==> config.mk <==
export PLATFORM = sky130hd
export DESIGN_NAME = regfile_wb_arbiter_flat
export DESIGN_NICKNAME = d
export VERILOG_FILES = /design/src/rtl/regfile_wb_arbiter_pkg.sv /design/src/rtl/regfile_wb_arbiter_if.sv /design/src/rtl/regfile_wb_arbiter_pick.sv /design/src/rtl/regfile_wb_arbiter.sv /design/src/flat_wrapper.sv
export SDC_FILE = /design/constraint.sdc
export NUM_CORES = 1
export LEC_CHECK = 0
export CAP_MARGIN = 20
export CELL_PAD_IN_SITES_DETAIL_PLACEMENT = 1
export CELL_PAD_IN_SITES_GLOBAL_PLACEMENT = 1
export CORE_MARGIN = 8
export CORE_UTILIZATION = 30
export CTS_CLUSTER_DIAMETER = 100
export DETAILED_ROUTE_END_ITERATION = 8
export PLACE_DENSITY = 0.84
export SLEW_MARGIN = 20
export SYNTH_ARGS = -nofsm -noshare
export SYNTH_HDL_FRONTEND = slang
export SYNTH_HIERARCHICAL = 1
export SYNTH_SLANG_ARGS = --single-unit
export TNS_END_PERCENT = 30
==> constraint.sdc <==
create_clock -name clock -period 13.74 [get_ports clock]
set_input_delay 2.061 -clock clock [delete_from_list [all_inputs] [get_ports clock]]
set_output_delay 2.061 -clock clock [all_outputs]
set_load 0.02 [all_outputs]
==> src/rtl/regfile_wb_arbiter_pkg.sv <==
// Shared types and helpers for the register-file writeback arbiter.
// Default widths describe the standard 32-bit, 32-entry register file.
package wb_arb_pkg;

  localparam int DEF_ADDR_WIDTH = 5;
  localparam int DEF_DATA_WIDTH = 32;

  // Pointer/index width for n requesters; never below one bit.
  function automatic int ptr_w(input int n);
    return (n > 2) ? $clog2(n) : 1;
  endfunction

  typedef struct packed {
    logic [DEF_ADDR_WIDTH-1:0] addr;
    logic [DEF_DATA_WIDTH-1:0] data;
  } wb_req_t;

  // Round-robin pointer after a transfer from winner.
  // Under prio0, a requester-0 win keeps the pointer and slot 0 is never a start point.
  function automatic int rr_next(input int ptr, input int winner, input bit prio0, input int n);
    int nxt;
    if (prio0 && winner == 0) return ptr;
    nxt = (winner + 1) % n;
    if (prio0 && nxt == 0) nxt = 1;
    return nxt;
  endfunction

endpackage

==> src/rtl/regfile_wb_arbiter_if.sv <==
// Writeback request bus plus register-file write port of the arbiter.
// master = requesters / register-file side, slave = arbiter.
interface regfile_wb_arbiter_if
  import wb_arb_pkg::*;
#(
  parameter int NUM_REQ    = 3,
  parameter int DATA_WIDTH = DEF_DATA_WIDTH,
  parameter int ADDR_WIDTH = DEF_ADDR_WIDTH
);
  localparam int PTR_W = ptr_w(NUM_REQ);

  logic [NUM_REQ-1:0]            req_valid;
  logic [NUM_REQ*ADDR_WIDTH-1:0] req_addr;
  logic [NUM_REQ*DATA_WIDTH-1:0] req_data;
  logic [NUM_REQ-1:0]            req_ready;
  logic [NUM_REQ-1:0]            pending;
  logic                          wr_stall;
  logic                          wr_en;
  logic [ADDR_WIDTH-1:0]         wr_addr;
  logic [DATA_WIDTH-1:0]         wr_data;
  logic [PTR_W-1:0]              last_grant;

  modport master (
    output req_valid, req_addr, req_data, wr_stall,
    input  req_ready, pending, wr_en, wr_addr, wr_data, last_grant
  );

  modport slave (
    input  req_valid, req_addr, req_data, wr_stall,
    output req_ready, pending, wr_en, wr_addr, wr_data, last_grant
  );

endinterface

==> src/rtl/regfile_wb_arbiter_pick.sv <==
// Combinational round-robin picker with optional fixed top priority for bit 0.
// Winner is the valid request at the smallest rotated distance from start_i.
module rr_priority_pick
  import wb_arb_pkg::*;
#(
  parameter int  N = 3,
  localparam int W = ptr_w(N)
) (
  input  logic [N-1:0] req_i,
  input  logic [W-1:0] start_i,
  input  logic         prio0_i,
  output logic [N-1:0] grant_o,
  output logic [W-1:0] idx_o,
  output logic         any_o
);

  int best_d;
  int d;
  int pick;

  always_comb begin
    // NOTE: every variable gets a default before any branch so no latch is inferred.
    best_d = N;
    d      = 0;
    pick   = 0;
    any_o  = 1'b0;
    if (prio0_i && req_i[0]) begin
      any_o = 1'b1;
    end else begin
      for (int i = 0; i < N; i++) begin
        d = (i + N - int'(start_i)) % N;
        if (req_i[i] && !(prio0_i && i == 0) && d < best_d) begin
          best_d = d;
          pick   = i;
          any_o  = 1'b1;
        end
      end
    end
    idx_o   = W'(pick);
    grant_o = any_o ? (N'(1) << pick) : '0;
  end

endmodule

==> src/rtl/regfile_wb_arbiter.sv <==
// Arbitrates writeback sources onto the single register-file write port and
// registers the winner into a one-entry output stage that stalls in place.
module regfile_wb_arbiter
  import wb_arb_pkg::*;
#(
  parameter int NUM_REQ    = 3,
  parameter int DATA_WIDTH = DEF_DATA_WIDTH,
  parameter int ADDR_WIDTH = DEF_ADDR_WIDTH,
  parameter int PRIO0      = 1
) (
  input  logic                  clock,
  input  logic                  reset,
  regfile_wb_arbiter_if.slave   bus
);

  localparam int               PTR_W     = ptr_w(NUM_REQ);
  localparam logic [PTR_W-1:0] PTR_RESET = (PRIO0 != 0) ? PTR_W'(1) : '0;

  logic [PTR_W-1:0]      rr_ptr_q, rr_ptr_d;
  logic [PTR_W-1:0]      last_grant_q, last_grant_d;
  logic                  wr_en_q, wr_en_d;
  logic [ADDR_WIDTH-1:0] wr_addr_q, wr_addr_d;
  logic [DATA_WIDTH-1:0] wr_data_q, wr_data_d;

  logic [NUM_REQ-1:0]    pick_req;
  logic [NUM_REQ-1:0]    grant;
  logic [PTR_W-1:0]      win_idx;
  logic                  xfer;
  logic [ADDR_WIDTH-1:0] addr_arr [NUM_REQ];
  logic [DATA_WIDTH-1:0] data_arr [NUM_REQ];

  for (genvar i = 0; i < NUM_REQ; i++) begin : g_unpack
    assign addr_arr[i] = bus.req_addr[i*ADDR_WIDTH +: ADDR_WIDTH];
    assign data_arr[i] = bus.req_data[i*DATA_WIDTH +: DATA_WIDTH];
  end

  // A stall (or reset) hides every request so nothing is granted or acknowledged.
  assign pick_req = bus.req_valid & {NUM_REQ{~(bus.wr_stall | reset)}};

  rr_priority_pick #(.N(NUM_REQ)) u_pick (
    .req_i   (pick_req),
    .start_i (rr_ptr_q),
    .prio0_i (PRIO0 != 0),
    .grant_o (grant),
    .idx_o   (win_idx),
    .any_o   (xfer)
  );

  always_comb begin
    rr_ptr_d     = rr_ptr_q;
    last_grant_d = last_grant_q;
    wr_en_d      = wr_en_q;
    wr_addr_d    = wr_addr_q;
    wr_data_d    = wr_data_q;
    if (!bus.wr_stall) begin
      wr_en_d = 1'b0;
      if (xfer) begin
        // Address 0 is acknowledged and captured but never written.
        wr_en_d      = (addr_arr[win_idx] != '0);
        wr_addr_d    = addr_arr[win_idx];
        wr_data_d    = data_arr[win_idx];
        last_grant_d = win_idx;
        rr_ptr_d     = PTR_W'(rr_next(int'(rr_ptr_q), int'(win_idx), PRIO0 != 0, NUM_REQ));
      end
    end
  end

  always_ff @(posedge clock or posedge reset) begin
    if (reset) begin
      rr_ptr_q     <= PTR_RESET;
      last_grant_q <= '0;
      wr_en_q      <= 1'b0;
      wr_addr_q    <= '0;
      wr_data_q    <= '0;
    end else begin
      // NOTE: state registers use non-blocking assignments so every flop samples pre-edge values.
      rr_ptr_q     <= rr_ptr_d;
      last_grant_q <= last_grant_d;
      wr_en_q      <= wr_en_d;
      wr_addr_q    <= wr_addr_d;
      wr_data_q    <= wr_data_d;
    end
  end

  assign bus.req_ready  = grant;
  assign bus.pending    = bus.req_valid & ~grant;
  assign bus.wr_en      = wr_en_q;
  assign bus.wr_addr    = wr_addr_q;
  assign bus.wr_data    = wr_data_q;
  assign bus.last_grant = last_grant_q;

endmodule

==> src/flat_wrapper.sv <==
// flat-port wrapper written by rule: the top's interface ports become plain ports
module regfile_wb_arbiter_flat import wb_arb_pkg::*;
#(
  parameter int NUM_REQ    = 3,
  parameter int DATA_WIDTH = DEF_DATA_WIDTH,
  parameter int ADDR_WIDTH = DEF_ADDR_WIDTH,
  parameter int PRIO0      = 1
)
  (clock, reset, bus_req_valid, bus_req_addr, bus_req_data, bus_wr_stall, bus_req_ready, bus_pending, bus_wr_en, bus_wr_addr, bus_wr_data, bus_last_grant);
  regfile_wb_arbiter_if #(.NUM_REQ(NUM_REQ), .DATA_WIDTH(DATA_WIDTH), .ADDR_WIDTH(ADDR_WIDTH)) bus_i ();
  input  logic clock;
  input  logic reset;
  input wire logic [$bits(bus_i.req_valid)-1:0] bus_req_valid;
  input wire logic [$bits(bus_i.req_addr)-1:0] bus_req_addr;
  input wire logic [$bits(bus_i.req_data)-1:0] bus_req_data;
  input wire logic [$bits(bus_i.wr_stall)-1:0] bus_wr_stall;
  output wire logic [$bits(bus_i.req_ready)-1:0] bus_req_ready;
  output wire logic [$bits(bus_i.pending)-1:0] bus_pending;
  output wire logic [$bits(bus_i.wr_en)-1:0] bus_wr_en;
  output wire logic [$bits(bus_i.wr_addr)-1:0] bus_wr_addr;
  output wire logic [$bits(bus_i.wr_data)-1:0] bus_wr_data;
  output wire logic [$bits(bus_i.last_grant)-1:0] bus_last_grant;
  assign bus_i.req_valid = bus_req_valid;
  assign bus_i.req_addr = bus_req_addr;
  assign bus_i.req_data = bus_req_data;
  assign bus_i.wr_stall = bus_wr_stall;
  assign bus_req_ready = bus_i.req_ready;
  assign bus_pending = bus_i.pending;
  assign bus_wr_en = bus_i.wr_en;
  assign bus_wr_addr = bus_i.wr_addr;
  assign bus_wr_data = bus_i.wr_data;
  assign bus_last_grant = bus_i.last_grant;
  regfile_wb_arbiter #(.NUM_REQ(NUM_REQ), .DATA_WIDTH(DATA_WIDTH), .ADDR_WIDTH(ADDR_WIDTH), .PRIO0(PRIO0)) u_core (.clock(clock), .reset(reset), .bus(bus_i));
endmodule
==> impl_metrics.toml, run 1 <==
[timing]
setup_violations = 0
worst_slew_pin_slew_ns = 0.894
max_freq_ghz = 0.117
finClkSkew_ns = 0.00548
setup_tns_ns = 0
final.setup.worst_slack_ns = 5.18
grt_setup_unrepaired = "false"
max-slew-margin-rel_pct = 40.3
finalCriticalPeriod_ns = 8.56
hold_violations = 0
fin_crit_sh_pct = 62.3
drv_slew = 0

[job]
cap_viol_max_count = 0

[clocking]
cts_hold_buf = 0
cts_resized = 0
cts-root-buf = "clkbuf_8"
cts.sinks = 42
insertion_delay_ns = 0.29
clock_path_buffers = 2
cts_tree = "yes"
cts_made_buffers = 5
cts_setup_buffers = 0
clkSlewWorstSetupHoldPaths_ns = 0.08
htree_levels = 2

[detailed_routing]
drc = 0
drtIter0Drc = 83
wl_per_cell_um = 18.1
num_vias = 3232
finalWirelength_um = 11800
firstDrtPassIters = 4
ant_nets = 0
vias_per_cell = 4.93

[yosys]
ys_ff_latch = 42
syn_inst = 367
synth.top_cells.by_area = "dfrtp_1 34%, mux2i_1 12%, ha_1 8.3%"
yosysTopAreaCell = "dfrtp_1"
ys.flop_type = "dfrtp_1"
synth_area_um2 = 3030
yosys_warnings = 6
synth_edf_count = 0
ys_seq_area_share_pct = 34.7
synth.avg_cell_area_um2 = 8.26
yosysTopAreaCellShare_pct = 33.9
synthArstFlopShare_pct = 100
synth.distinct_cells = 45

[cells_and_area]
num_antenna_cells = 0
fin_nets = 658
final_cell_mix = "162 x clkdlybuf4s50_1, 57 x nand2_1, 41 x dfrtp_1"
syn_to_final_growth_pct = 61.5
drive_gt1_share_pct = 4.79
finalInstanceArea_um2 = 4890
final_common_cell = "clkdlybuf4s50_1"

[worst_setup_path]
r2r_setup_slack_ns = 7.26
path_buf_inv = 3
cp.required_ns = 11.68
cp_max_fo = 11
r2r_cells = 24
cp_top_family = "compound AO/OA/AOI/OAI gates"
critPathArrivalTime_ns = 6.50
critical_path_class = "input pin to primary output"
crit_chain = "clkdlybuf4s50_1, nor2_1, and2_1, inv_1, nor3_1, a31oi_1, a21boi_1, nand2b_1, ha_1, a21oi_1, o21ai_0, a211oi_2, nand4b_1, a21o_2, a41o_1, nor2b_1, clkdlybuf4s50_1"
timing.rr.start = "u_core/rr_ptr_q[0]"
cp-end-kind = "primary output"
critPathSlowestCell = "a21boi_1"
r2r_end = "u_core/bus.wr_en"
critPathLaunchType = "input pin"
cpMostUsedCell = "clkdlybuf4s50_1"
slowest_delay_ns = 0.75

[hold_path]
hold_path_end = "u_core/bus.last_grant[0]"
hold_start = "u_core/bus.last_grant[0]"
hold_class = "flip-flop to flip-flop"
worstHoldPathCells = 2

[die]
core_region_area_um2 = 9770
dieArea_um2 = 13600
die_y_um = 117
rows = 36
start_util_pct = 31.0
die_w_um = 117
pin_count = 163

[place]
placed_area_um2 = 4760
port_buffers = 162
post-place-ws_ns = 5.23
gp_congestion = 0.882
hpwl_um = 9820

[global_routing]
antenna_found_initial = 0
grt_pass1_wl_um = 18500
grt_start_max_net_pins = 73
grt_pass1_vias = 3681
gr-usage-all-layers_pct = 17.6
overflow = 0

[power_and_ir_drop]
powerDensity_nw_per_um2 = 189
vdd_drop_max_mv = 0.0641
leakage_uw = 0.00202

[status]
status = "finished clean"
-- worst register-to-register path, stage by stage, from the launching register on --
cell       delay [ns]
dfstp_2          0.59
inv_1            0.09
ha_1             0.35
inv_1            0.16
and3_1           0.29
inv_1            0.09
ha_1             0.22
o211ai_1         0.12
o21ai_0          0.13
and2_1           0.17
a21boi_1         0.65
nand2b_1         0.26
ha_1             0.28
a21oi_1          0.15
o21ai_0          0.14
a211oi_2         0.26
nand4b_1         0.15
a21o_2           0.26
nor2_4           0.11
buf_4            0.52
nor2b_2          0.32
buf_4            0.31
o2bb2ai_1        0.19
nor4_1           0.40
a31oi_1          0.14
-- metrics by stage --
| step | total power (µW) | utilization (%) | hold slack, ns | cells |
|---|---|---|---|---|
| final | 925 | 50.1 | 0.484 | 655 |
| after global placement | 795 | 48.7 | 0.461 | 647 |
| after detailed placement | 815 | 48.7 | 0.470 | 647 |
| after CTS | 938 | 50.1 | 0.490 | 655 |
| after global routing | 997 | 50.1 | 0.504 | 655 |
| after floorplan | 574 | - | 0.475 | 370 |
-- power by group --
part | total (µW) | internal [µW] | leakage (µW) | switching (µW)
sequential | 216 | 182 | 0.000528 | 34.2
clock | 118 | 72.8 | 0.0000683 | 45.4
combinational | 591 | 258 | 0.00143 | 333
-- layout make-up --
| class | count | area (µm²) |
|---|---|---|
| clock inverter | 3 | 68.8 |
| fill | 1164 | 4880 |
| timing repair buffer | 166 | 1650 |
| clock buffer | 5 | 68.8 |
| inverter | 12 | 45.0 |
| tap | 133 | 166 |
| sequential | 42 | 1050 |
| multi-input combinational | 294 | 1840 |
-- kinds of logic after synthesis --
family / Yosys count / share of synthesized area, %
other cells: 1 / 0.124
buf+inv: 34 / 5.49
compound gates: 102 / 19.8
mux: 38 / 12.6
simple gates: 130 / 19.0
flops: 42 / 34.7
fa+ha+maj: 20 / 8.26
-- registers in the layout (all words and copies together) (netlist names) --
name and cells:
u_core/bus.wr_data 32, u_core/bus.wr_addr 5, u_core/bus.last_grant 2, u_core/rr_ptr_q 2
u_core/bus.wr_en 1
-- worst max-delay path by stage --
stage	from	endpoint	slack, ns	cells after the start
final	bus_wr_stall	bus_pending[0]	5.18	17
after global routing	bus_wr_stall	bus_pending[0]	4.91	17
after CTS	bus_wr_stall	bus_pending[0]	5.20	17
after detailed placement	bus_wr_stall	bus_pending[0]	5.23	17
after global placement	bus_wr_stall	bus_pending[0]	5.44	16
after floorplan	reset	bus_pending[0]	6.46	15
-- Yosys cell counts (2+ instances only) --
master     instances
dfrtp_1           41
clkbuf_1          10
o22ai_1            2
nor2b_1            9
nor3_1             3
o211ai_1           2
a21o_1             2
nand2b_1           4
a31oi_1            2
o2bb2ai_1          4
nand2_1           58
o21ai_1           33
and2_1             5
a211o_1            2
inv_1             11
nor2_1            39
ha_1              20
mux2i_1           37
buf_2              6
buf_6              4
nand3_1            4
a21oi_1           40
o21ai_0            7
-- metal layers --
metal,up-vias,wire [µm],track usage (%)
met5,-,0,0
met4,0,176,4.67
met3,12,1430,9.62
met2,120,6000,31.6
met1,1529,4250,17.1
li1,1571,-,-
No activity file was read; power rests on OpenSTA's default activity.
==> run 2: changes to the inputs <==
Settings changed: CORE_UTILIZATION 30 to 28, PLACE_DENSITY 0.84 to 0.79.
Clock period 13.74 ns to 8 ns, I/O delays scaled along.
==> run 2 against run 1 <==
Net effect:
- critical path depth decreased by 1
- global-route usage decreased by 2.7 points
- die area increased by 6.2%
- hold slack about the same
- sequential share of layout area increased by 0.066 points
- first-iteration DRC count increased by 24%
- critical path type unchanged
- critical endpoint unchanged
- largest cell class unchanged
==> impl_metrics.toml, run 2 (same netlist as run 1, synthesis figures left out) <==
[timing]
max-slew-margin-rel_pct = 33.6
fin_crit_sh_pct = 85.2
hold_violations = 0
drv_slew = 0
max_freq_ghz = 0.147
worst_slew_pin_slew_ns = 0.994
whs_ns = 0.485
setup_violations = 0
grt_setup_unrepaired = "false"
finalCriticalPeriod_ns = 6.81
finClkSkew_ns = 0.00806
setup_tns_ns = 0

[global_routing]
grt_pass1_wl_um = 17400
gr-usage-all-layers_pct = 14.9
grt_start_max_net_pins = 44
overflow = 0
grt_pass1_vias = 3498
antenna_found_initial = 1

[cells_and_area]
final_cell_mix = "162 x clkdlybuf4s50_1, 57 x nand2_1, 41 x dfrtp_1"
largest_reg_flops = 32
final_common_cell = "clkdlybuf4s50_1"
drive_gt1_share_pct = 4.79
num_antenna_cells = 0
fillers = 1273
fin_nets = 658
syn_to_final_growth_pct = 61.0

[clocking]
cts_hold_buf = 0
cts_resized = 0
htree_levels = 2
cts_tree = "yes"
cts_setup_buffers = 0
cts.sinks = 42
cts-root-buf = "clkbuf_8"
insertion_delay_ns = 0.29
cts_made_buffers = 5
clkSlewWorstSetupHoldPaths_ns = 0.09
clock_path_buffers = 2

[detailed_routing]
wl_per_cell_um = 16.9
finalWirelength_um = 11200
top_layer_used = "met5"
drtIter0Drc = 103
num_vias = 3144
drc = 0
vias_per_cell = 4.75
ant_nets = 0
dr_wl_met3_um = 751
wl_met1_um = 4050
met2_length_um = 6250
firstDrtPassIters = 4

[place]
hpwl_um = 9360
port_buffers = 162
gp_congestion = 0.803

[power_and_ir_drop]
vdd_drop_max_mv = 0.116
leakage_uw = 0.00201
powerDensity_nw_per_um2 = 317

[hold_path]
worstHoldPathCells = 2
hold_class = "flip-flop to flip-flop"

[job]
cap_viol_max_count = 0

[worst_setup_path]
cp_max_fo = 11
critPathLaunchType = "input pin"
critPathArrivalTime_ns = 5.61
r2r_setup_slack_ns = 1.65
critical_path_class = "input pin to primary output"
cp-end-kind = "primary output"
r2r_cells = 22
cp.required_ns = 6.80

[die]
rows = 38
pin_count = 163
core_region_area_um2 = 10700
die_w_um = 120
start_util_pct = 28.3
die_y_um = 120
dieArea_um2 = 14400

[status]
status = "finished clean"
## run 2: changes by cell type in the layout (fill, tap and decap cells not counted)
cell	previous run	this run
bufinv_16	2	1
clkinv_4	1	0
clkinvlp_4	0	2
## run 2: routing by layer
metal  up-vias  global-route usage, %
met5         -                      0
met4         2                   3.20
met3        10                   5.26
met2        78                   30.0
met1      1482                   14.0
li1       1572                      -
## run 2: cell type report
| cell class | instances | area (µm²) | area share [%] |
|---|---|---|---|
| Multi-Input combinational cell | 294 | 1840 | 37.7 |
| Timing Repair Buffer | 166 | 1650 | 33.9 |
| Tap cell | 140 | 175 | 3.59 |
| Inverter | 12 | 45.0 | 0.923 |
| Clock inverter | 3 | 45.0 | 0.923 |
| Sequential cell | 42 | 1050 | 21.6 |
| Clock buffer | 5 | 68.8 | 1.41 |
## run 2: stage by stage
stage          instances  area (µm²)  utilization (%)  power, µW  setup slack [ns]
3_5_place_dp         654        4760             44.5       1390              1.11
6_report             662        4880             45.6       1550              1.19
2_1_floorplan        370        3040                -        985              2.45
5_1_grt              662        4880             45.6       1670             0.820
4_1_cts              662        4880             45.6       1570              1.12
3_3_place_gp         654        4760             44.5       1370              1.35
## run 2: worst max-delay path, stage by stage
cell,delay (ns)
clkdlybuf4s50_1,0.47
nor2_1,0.20
and2_1,0.20
inv_1,0.09
a2111oi_4,0.37
and2_1,0.18
a21boi_1,0.23
nand2b_1,0.28
ha_1,0.24
or4_4,0.54
a211oi_2,0.21
nand4b_1,0.16
a21o_2,0.26
a41o_1,0.25
nor2b_1,0.11
clkdlybuf4s50_1,0.62
## run 2: worst paths after layout
check	startpoint	endpoint
worst max-delay path	bus_wr_stall	bus_pending[0]
worst min-delay path	u_core/bus.last_grant[1]	u_core/bus.last_grant[1]
worst max register to register	u_core/rr_ptr_q[0]	u_core/bus.wr_en
worst min register to register	u_core/bus.last_grant[1]	u_core/bus.last_grant[1]
max in group asynchronous	reset	u_core/bus.wr_data[10]
min in group asynchronous	reset	u_core/bus.wr_en
## run 2: report_power, final
| part | switching (µW) | internal, µW |
|---|---|---|
| logic | 559 | 444 |
| clock network | 78.2 | 92.9 |
| registers | 58.9 | 313 |
| total | 696 | 849 |
==> run 3: changes to the inputs <==
Settings changed: HOLD_SLACK_MARGIN set to 0.06.
==> results of run 3 <==
No change in the layout: final DEF, timing and power equal those of run 2.
